--- config.mk ---
export PLATFORM = sky130hd
export DESIGN_NAME = pipe_skid_reg
export DESIGN_NICKNAME = d
export VERILOG_FILES = /design/src/rtl/pipe_skid_reg.sv
export SDC_FILE = /design/constraint.sdc
export NUM_CORES = 1
export LEC_CHECK = 0
export ABC_AREA = 1
export CORE_ASPECT_RATIO = 1.1
export CORE_MARGIN = 5
export CORE_UTILIZATION = 25
export CTS_CLUSTER_SIZE = 30
export DETAILED_ROUTE_END_ITERATION = 8
export GPL_ROUTABILITY_DRIVEN = 0
export PLACE_DENSITY = 0.52
export SYNTH_ARGS = -nofsm -noshare
export SYNTH_HDL_FRONTEND = slang
export SYNTH_SLANG_ARGS = --single-unit
--- constraint.sdc ---
create_clock -name clk -period 1.7 [get_ports clk]
set_clock_uncertainty 0.1 [all_clocks]
set_input_delay 0.17 -clock clk [delete_from_list [all_inputs] [get_ports clk]]
set_output_delay 0.17 -clock clk [all_outputs]
set_load 0.01 [all_outputs]
--- src/rtl/pipe_skid_reg.sv ---
// -----------------------------------------------------------------------------
// pipe_skid_reg
//   Parametrised pipeline stage register with a valid/ready handshake. It moves
//   one packed payload from stage N to stage N+1.
//   SKID=1 : main + skid register (2 entries). in_ready comes from a flop, so
//            the downstream stall never reaches upstream in the same cycle.
//   SKID=0 : single main register. in_ready = !out_valid || out_ready
//            (combinational).
//   There is no combinational path from in_* to out_* in either mode. A
//   synchronous flush kills every held entry and the entry offered in the
//   same cycle.
//
// Ports
//   clk        in   rising-edge clock
//   rst        in   asynchronous reset, active-low
//   flush      in   synchronous kill of all held entries and this cycle's input
//   in_valid   in   upstream offers in_data
//   in_ready   out  stage can accept (transfer on in_valid && in_ready)
//   in_data    in   upstream payload [DATA_W]
//   out_valid  out  out_data holds a live entry
//   out_ready  in   downstream accepts (transfer on out_valid && out_ready)
//   out_data   out  head payload [DATA_W]
//   occupancy  out  live entries after the last edge, 0..2 (0..1 when SKID=0)
// -----------------------------------------------------------------------------
module pipe_skid_reg #(
   parameter int                DATA_W    = 32,
   parameter bit                SKID      = 1'b1,
   parameter logic [DATA_W-1:0] RESET_VAL = '0
) (
   input  logic              clk,
   input  logic              rst,
   input  logic              flush,
   input  logic              in_valid,
   output logic              in_ready,
   input  logic [DATA_W-1:0] in_data,
   output logic              out_valid,
   input  logic              out_ready,
   output logic [DATA_W-1:0] out_data,
   output logic [1:0]        occupancy
);

   // The state encoding equals the occupancy, so occupancy is a plain wire from the flop.
   typedef enum logic [1:0] {
      ST_EMPTY = 2'd0,
      ST_ONE   = 2'd1,
      ST_FULL  = 2'd2
   } state_e;

   state_e            state_q, state_d;
   logic [DATA_W-1:0] main_q, main_d;
   logic [DATA_W-1:0] skid_q, skid_d;
   logic              in_ready_q, in_ready_d;
   logic              in_fire, out_fire;

   assign out_valid = (state_q != ST_EMPTY);
   assign out_data  = main_q;
   assign occupancy = state_q;

   // in_ready_q is 0 during reset. It rises on the first edge after release,
   // which also gates the combinational SKID=0 ready.
   assign in_ready = SKID ? in_ready_q : (in_ready_q && (!out_valid || out_ready));
   assign in_fire  = in_valid && in_ready;
   assign out_fire = out_valid && out_ready;

   always_comb begin
      // NOTE: every always_comb output gets a default first, so no path can
      // leave it unassigned and infer a latch.
      state_d = state_q;
      main_d  = main_q;
      skid_d  = skid_q;

      if (flush) begin
         // The payload registers keep their contents. Only the state is killed,
         // so an input accepted in this cycle is dropped.
         state_d = ST_EMPTY;
      end else begin
         unique case (state_q)
            ST_EMPTY: begin
               if (in_fire) begin
                  main_d  = in_data;
                  state_d = ST_ONE;
               end
            end
            ST_ONE: begin
               if (in_fire && out_fire) begin
                  main_d = in_data;
               end else if (in_fire && SKID) begin
                  skid_d  = in_data;
                  state_d = ST_FULL;
               end else if (out_fire) begin
                  state_d = ST_EMPTY;
               end
            end
            ST_FULL: begin
               if (out_fire) begin
                  main_d  = skid_q;
                  state_d = ST_ONE;
               end
            end
            default: state_d = ST_EMPTY;
         endcase
      end

      // The registered ready looks ahead to the next state, so it never
      // depends on out_ready in the same cycle.
      in_ready_d = (state_d != ST_FULL);
   end

   always_ff @(posedge clk or negedge rst) begin
      if (!rst) begin
         state_q    <= ST_EMPTY;
         // NOTE: the payload registers are reset to RESET_VAL (the NOP
         // encoding), so a stale out_data never decodes as a real instruction.
         main_q     <= RESET_VAL;
         skid_q     <= RESET_VAL;
         in_ready_q <= 1'b0;
      end else begin
         // NOTE: sequential state is updated only with non-blocking assignments,
         // so every flop samples the values from before the edge.
         state_q    <= state_d;
         main_q     <= main_d;
         skid_q     <= skid_d;
         in_ready_q <= in_ready_d;
      end
   end

endmodule
-- Word level (Yosys, flattened, before mapping)
Index checks and enable logic that the tools add are counted.
- register bits after elaboration: 67
- output and inout bits: 36
- bitwise gates (word level): 2
- reductions and logical operators: 8
- multiplexer cells: 11
- equal/unequal tests: 6
- operator list (kind ; number):
    2-to-1 mux 32 bit ; 3
    case mux 32 bit (3 select lines) ; 1
    2-to-1 mux 2 bit ; 6
    inequality test 2 bit, second input constant ; 4
    case mux 2 bit (3 select lines) ; 1
    AND reduction 5 bit ; 1
    AND reduction 4 bit ; 1
    logical AND 1 bit ; 3
    nonzero test 3 bit ; 1
    == test 2 x 1 -> 1 bit, second input constant ; 1
    == test 2 bit, second input constant ; 1
    logical NOT 2 bit ; 1
    inverter 1 bit ; 2
    nonzero test 2 bit ; 1

-- Depth between registers and ports, before layout
Gate-level depths: netlist of run 1.
- word-level depth: 8
- gate-level depth with buffers: 8

-- Worst setup path after synthesis of run 1
No wires, ideal clock.
- path type: register -> register
- start point: register state_q[1], in the netlist occupancy[1]
- end point: register main_q[0], in the netlist out_data[0]
- required time: 1.534 ns
- setup time: 0.066 ns
- data arrival time: 1.290 ns
- path slack: 0.244 ns
- cell stages (with the launch flop): 8
- period minus slack after synthesis: 1.456 ns
- cell sequence: dfrtp_1 > buf_2 > nand2_1 > nand2_1 > nor2_2 > buf_2 > nand4_1 > nand2_1
- longest elaborated chain between the ends: 5
- elaborated cells on any way between the ends: 12
- ends and longest elaborated chain (item ; RTL line ; source):
    from (decl) ; 49 ; state_e state_q, state_d;
    from (signal assigned) ; 120 ; state_q <= state_d;
    nonzero test 2 bit ; 55 ; assign out_valid = (state_q != ST_EMPTY);
    logical AND 1 bit ; 63 ; assign out_fire = out_valid && out_ready;
    logical AND 1 bit ; 85 ; if (in_fire && out_fire) begin
    inequality test 2 bit (no source line) ; - ;
    AND reduction 5 bit (no source line) ; - ;
    to (signal assigned) ; 121 ; main_q <= main_d;
    to (decl) ; 50 ; logic [DATA_W-1:0] main_q, main_d;
Parallel ways exist; a longest one is shown, timed or not.
A chain may end at the register's enable or synchronous reset.

-- Final worst setup path of run 1
- start point: register state_q[0], in the netlist occupancy[0]
- end point: output port occupancy[0]
- RTL lines (item ; RTL line ; source):
    to (decl) ; 39 ; output logic [1:0] occupancy
No word-level cell between the ends.

==> flow_metrics.tcl, run 1 <==
set metrics [dict create \
    reg2reg_depth 6 \
    core_area_um2 12590 \
    layout-drive-gt1-share_pct 9.293 \
    cts_buffers 9 \
    setup.worst_path.end_class "output pin" \
    startpoint_type "flop" \
    area_growth_pct 40.23 \
    power.density_nw_per_um2 1153 \
    vias_per_cell 4.666 \
    initialDrtViolationCount 250 \
    r2r-end "out_data[12]$_DFFE_PN0P_" \
    vias 3042 \
    fmax_mhz 616.8 \
    power.total_uw 5165 \
    synthDistinctLibCells 17 \
    rsz0062_at_grt "false" \
    synth-seq-cells 67 \
    num_rows 43 \
    drt_first_pass_iters 4 \
    crit_required_ns 1.43 \
    max-vdd-ir-drop_mv 0.5679 \
    boundaryPins 73 \
    grt_pass1_vias 3068 \
    clockBufferDepth 2 \
    dieArea_um2 15140 \
    fin_crit_sh_pct 95.36 \
    maxCapViolations 0 \
    netlist_area_um2 3194 \
    min_path_type "in2async" \
    initial_core_util_pct 25.37 \
    outcome "completed" \
    grt_start_max_net_pins 38 \
    maxSlewHeadroom_pct 65.88 \
    worst-r2r-setup-slack_ns 0.12 \
    slew_violations 0 \
    tightest_slew_ns 0.5118 \
    worstSkewPairLatency_ns 0.33 \
    cp.arrival_ns 1.35 \
    overflow 0 \
    avgSynthCellArea_um2 7.716 \
    dpl.hpwl_um 6690 \
    cts-root-buf "clkbuf_16" \
    drc_errors 0 \
    synth_warnings 0 \
    p_leak_uw 0.002255 \
    finalWirelength_um 9725 \
    antenna_found_initial 0 \
    fin_hold_ws_ns 0.2520 \
    final_antenna_net_count 0 \
    hold_viol 0 \
    cts_max_level 3 \
    yosysSeqAreaShare_pct 52.49 \
    critPathMaxFanout 3 \
    setup_violations 0 \
    synth_cells 414 \
    io_buffers 72 \
    diodes 0 \
    fin_crit_ns 1.621 \
    avgRoutedWirePerCell_um 14.92 \
    nets 527 \
    die_w_um 117.8 \
    rr_startpoint "occupancy[1]$_DFF_PN0_" \
    die_y_um 128.6 \
    grt_pass1_wl_um 16130 \
    timing.setup.critical_path_class "reg2out" \
    synthesis.nets 451 \
    cts_tree "done" \
    track_usage_pct 13.17 \
    cts.sinks 67 \
    path_clk_slew_ns 0.06 \
]
==> sequential cells by signal, summed over array words and instances (netlist names) <==
signal	cells
out_data	32
skid_q	32
occupancy	2
in_ready	1
==> cell families after synthesis <==
logic type	Yosys count	share of synthesized area [%]
buffers and inverters	37	4.896
AND/OR/NAND/NOR	308	42.23
AO/OA/AOI/OAI	2	0.3916
flip-flops	67	52.49
==> power by group <==
part | internal, µW | switching [µW] | total, µW | leakage (µW)
clock | 1130 | 667 | 1800 | 0.000143
sequential | 1970 | 203 | 2170 | 0.000837
combinational | 592 | 607 | 1200 | 0.00127
total | 3690 | 1480 | 5160 | 0.00226
==> cells in the final DEF (no fill, tap or decap), drive strengths merged <==
cell type      netlist  final
nand2              202    202
dfrtp               67     67
dlygate4sd3          0      1
clkbuf              14     11
clkinv               0      4
bufinv               0      1
inv                  6      6
nand3               66     66
nand4               34     34
nor2                 5      5
buf                 17     24
clkdlybuf4s50        0     70
a22oi                1      1
dlygate4sd2          0      1
nor3                 1      1
o21ai                1      1
==> routing by layer <==
metal	vias up	track usage, %	part of all wire [%]	wire length, µm
li1	1514	-	-	-
met3	11	3.648	4.7	457
met2	69	22.77	51	4912
met5	-	0	0	0
met4	0	4.251	1.4	137
met1	1448	15.98	43	4217
==> per-stage QoR <==
step / cell area [µm²] / setup TNS, ns / setup slack [ns] / utilization [%] / instances
global placement: 4156 / -0.2486 / -0.01495 / 33.02 / 632
global route: 4479 / 0 / 0.01622 / 35.58 / 652
floorplan: 3194 / 0 / 0.2437 / - / 414
CTS: 4476 / 0 / 0.05829 / 35.55 / 652
finish: 4479 / 0 / 0.07884 / 35.58 / 652
detailed placement: 4156 / -0.02159 / -0.009505 / 33.02 / 632
==> worst max path at each step <==
stage	start	end	slack (ns)	cells past startpoint
floorplan	occupancy[1]$_DFF_PN0_	out_data[0]$_DFFE_PN0P_	0.24	7
global placement	in_valid	skid_q[15]$_DFFE_PN0P_	-0.01	7
detailed placement	in_valid	skid_q[13]$_DFFE_PN0P_	-0.01	7
CTS	occupancy[0]$_DFF_PN0_	occupancy[0]	0.06	2
global route	occupancy[1]$_DFF_PN0_	out_data[12]$_DFFE_PN0P_	0.02	6
finish	occupancy[0]$_DFF_PN0_	occupancy[0]	0.08	2
==> final cells by class <==
type                            instances  area (µm²)
Timing Repair Buffer                   96       928.4
Clock inverter                          5       53.80
Tap cell                              157       196.4
Inverter                                6       22.52
Sequential cell                        67        1678
Fill cell                            1366        8110
Multi-Input combinational cell        310        1368
Clock buffer                           11       232.7
==> cells in the mapped netlist <==
master    number  area, µm²
a22oi_1        1      7.510
buf_1          3      11.26
buf_2         14      70.07
clkbuf_1      14      52.55
dfrtp_1       67       1677
inv_1          4      15.01
inv_2          2      7.510
nand2_1      201      754.5
nand2_2        1      6.260
nand3_1       66      330.3
nand4_1       33      206.5
nand4_2        1      12.51
nor2_1         3      11.26
nor2_2         1      6.260
nor2_4         1      11.26
nor3_2         1      10.01
o21ai_0        1      5.000
==> critical path: stages, from the launching register on <==
cell and delay (ns):
dfrtp_1 0.37, buf_4 0.13, clkdlybuf4s50_1 0.53
==> repair_timing <==
item | CTS | global route
resized for setup | 2 | 1
hold buffers | 1 | 0
cloned | 0 | 0
buffers inserted | 3 | 0
endpoints found under the hold margin | 36 | 0
pin swaps | 0 | 1
setup endpoints to repair | 2 | 13
Note: power is estimated with default switching activity, not from simulation.
==> inputs of run 2 (changes only) <==
--- a/config.mk
+++ b/config.mk
@@ -9,6 +9,7 @@
 export CORE_ASPECT_RATIO = 1.1
 export CORE_MARGIN = 5
 export CORE_UTILIZATION = 25
+export CTS_CLUSTER_DIAMETER = 40
 export CTS_CLUSTER_SIZE = 30
 export DETAILED_ROUTE_END_ITERATION = 8
 export GPL_ROUTABILITY_DRIVEN = 0
==> results of run 2 <==
Final layout, timing and power as in run 1 (identical DEF).
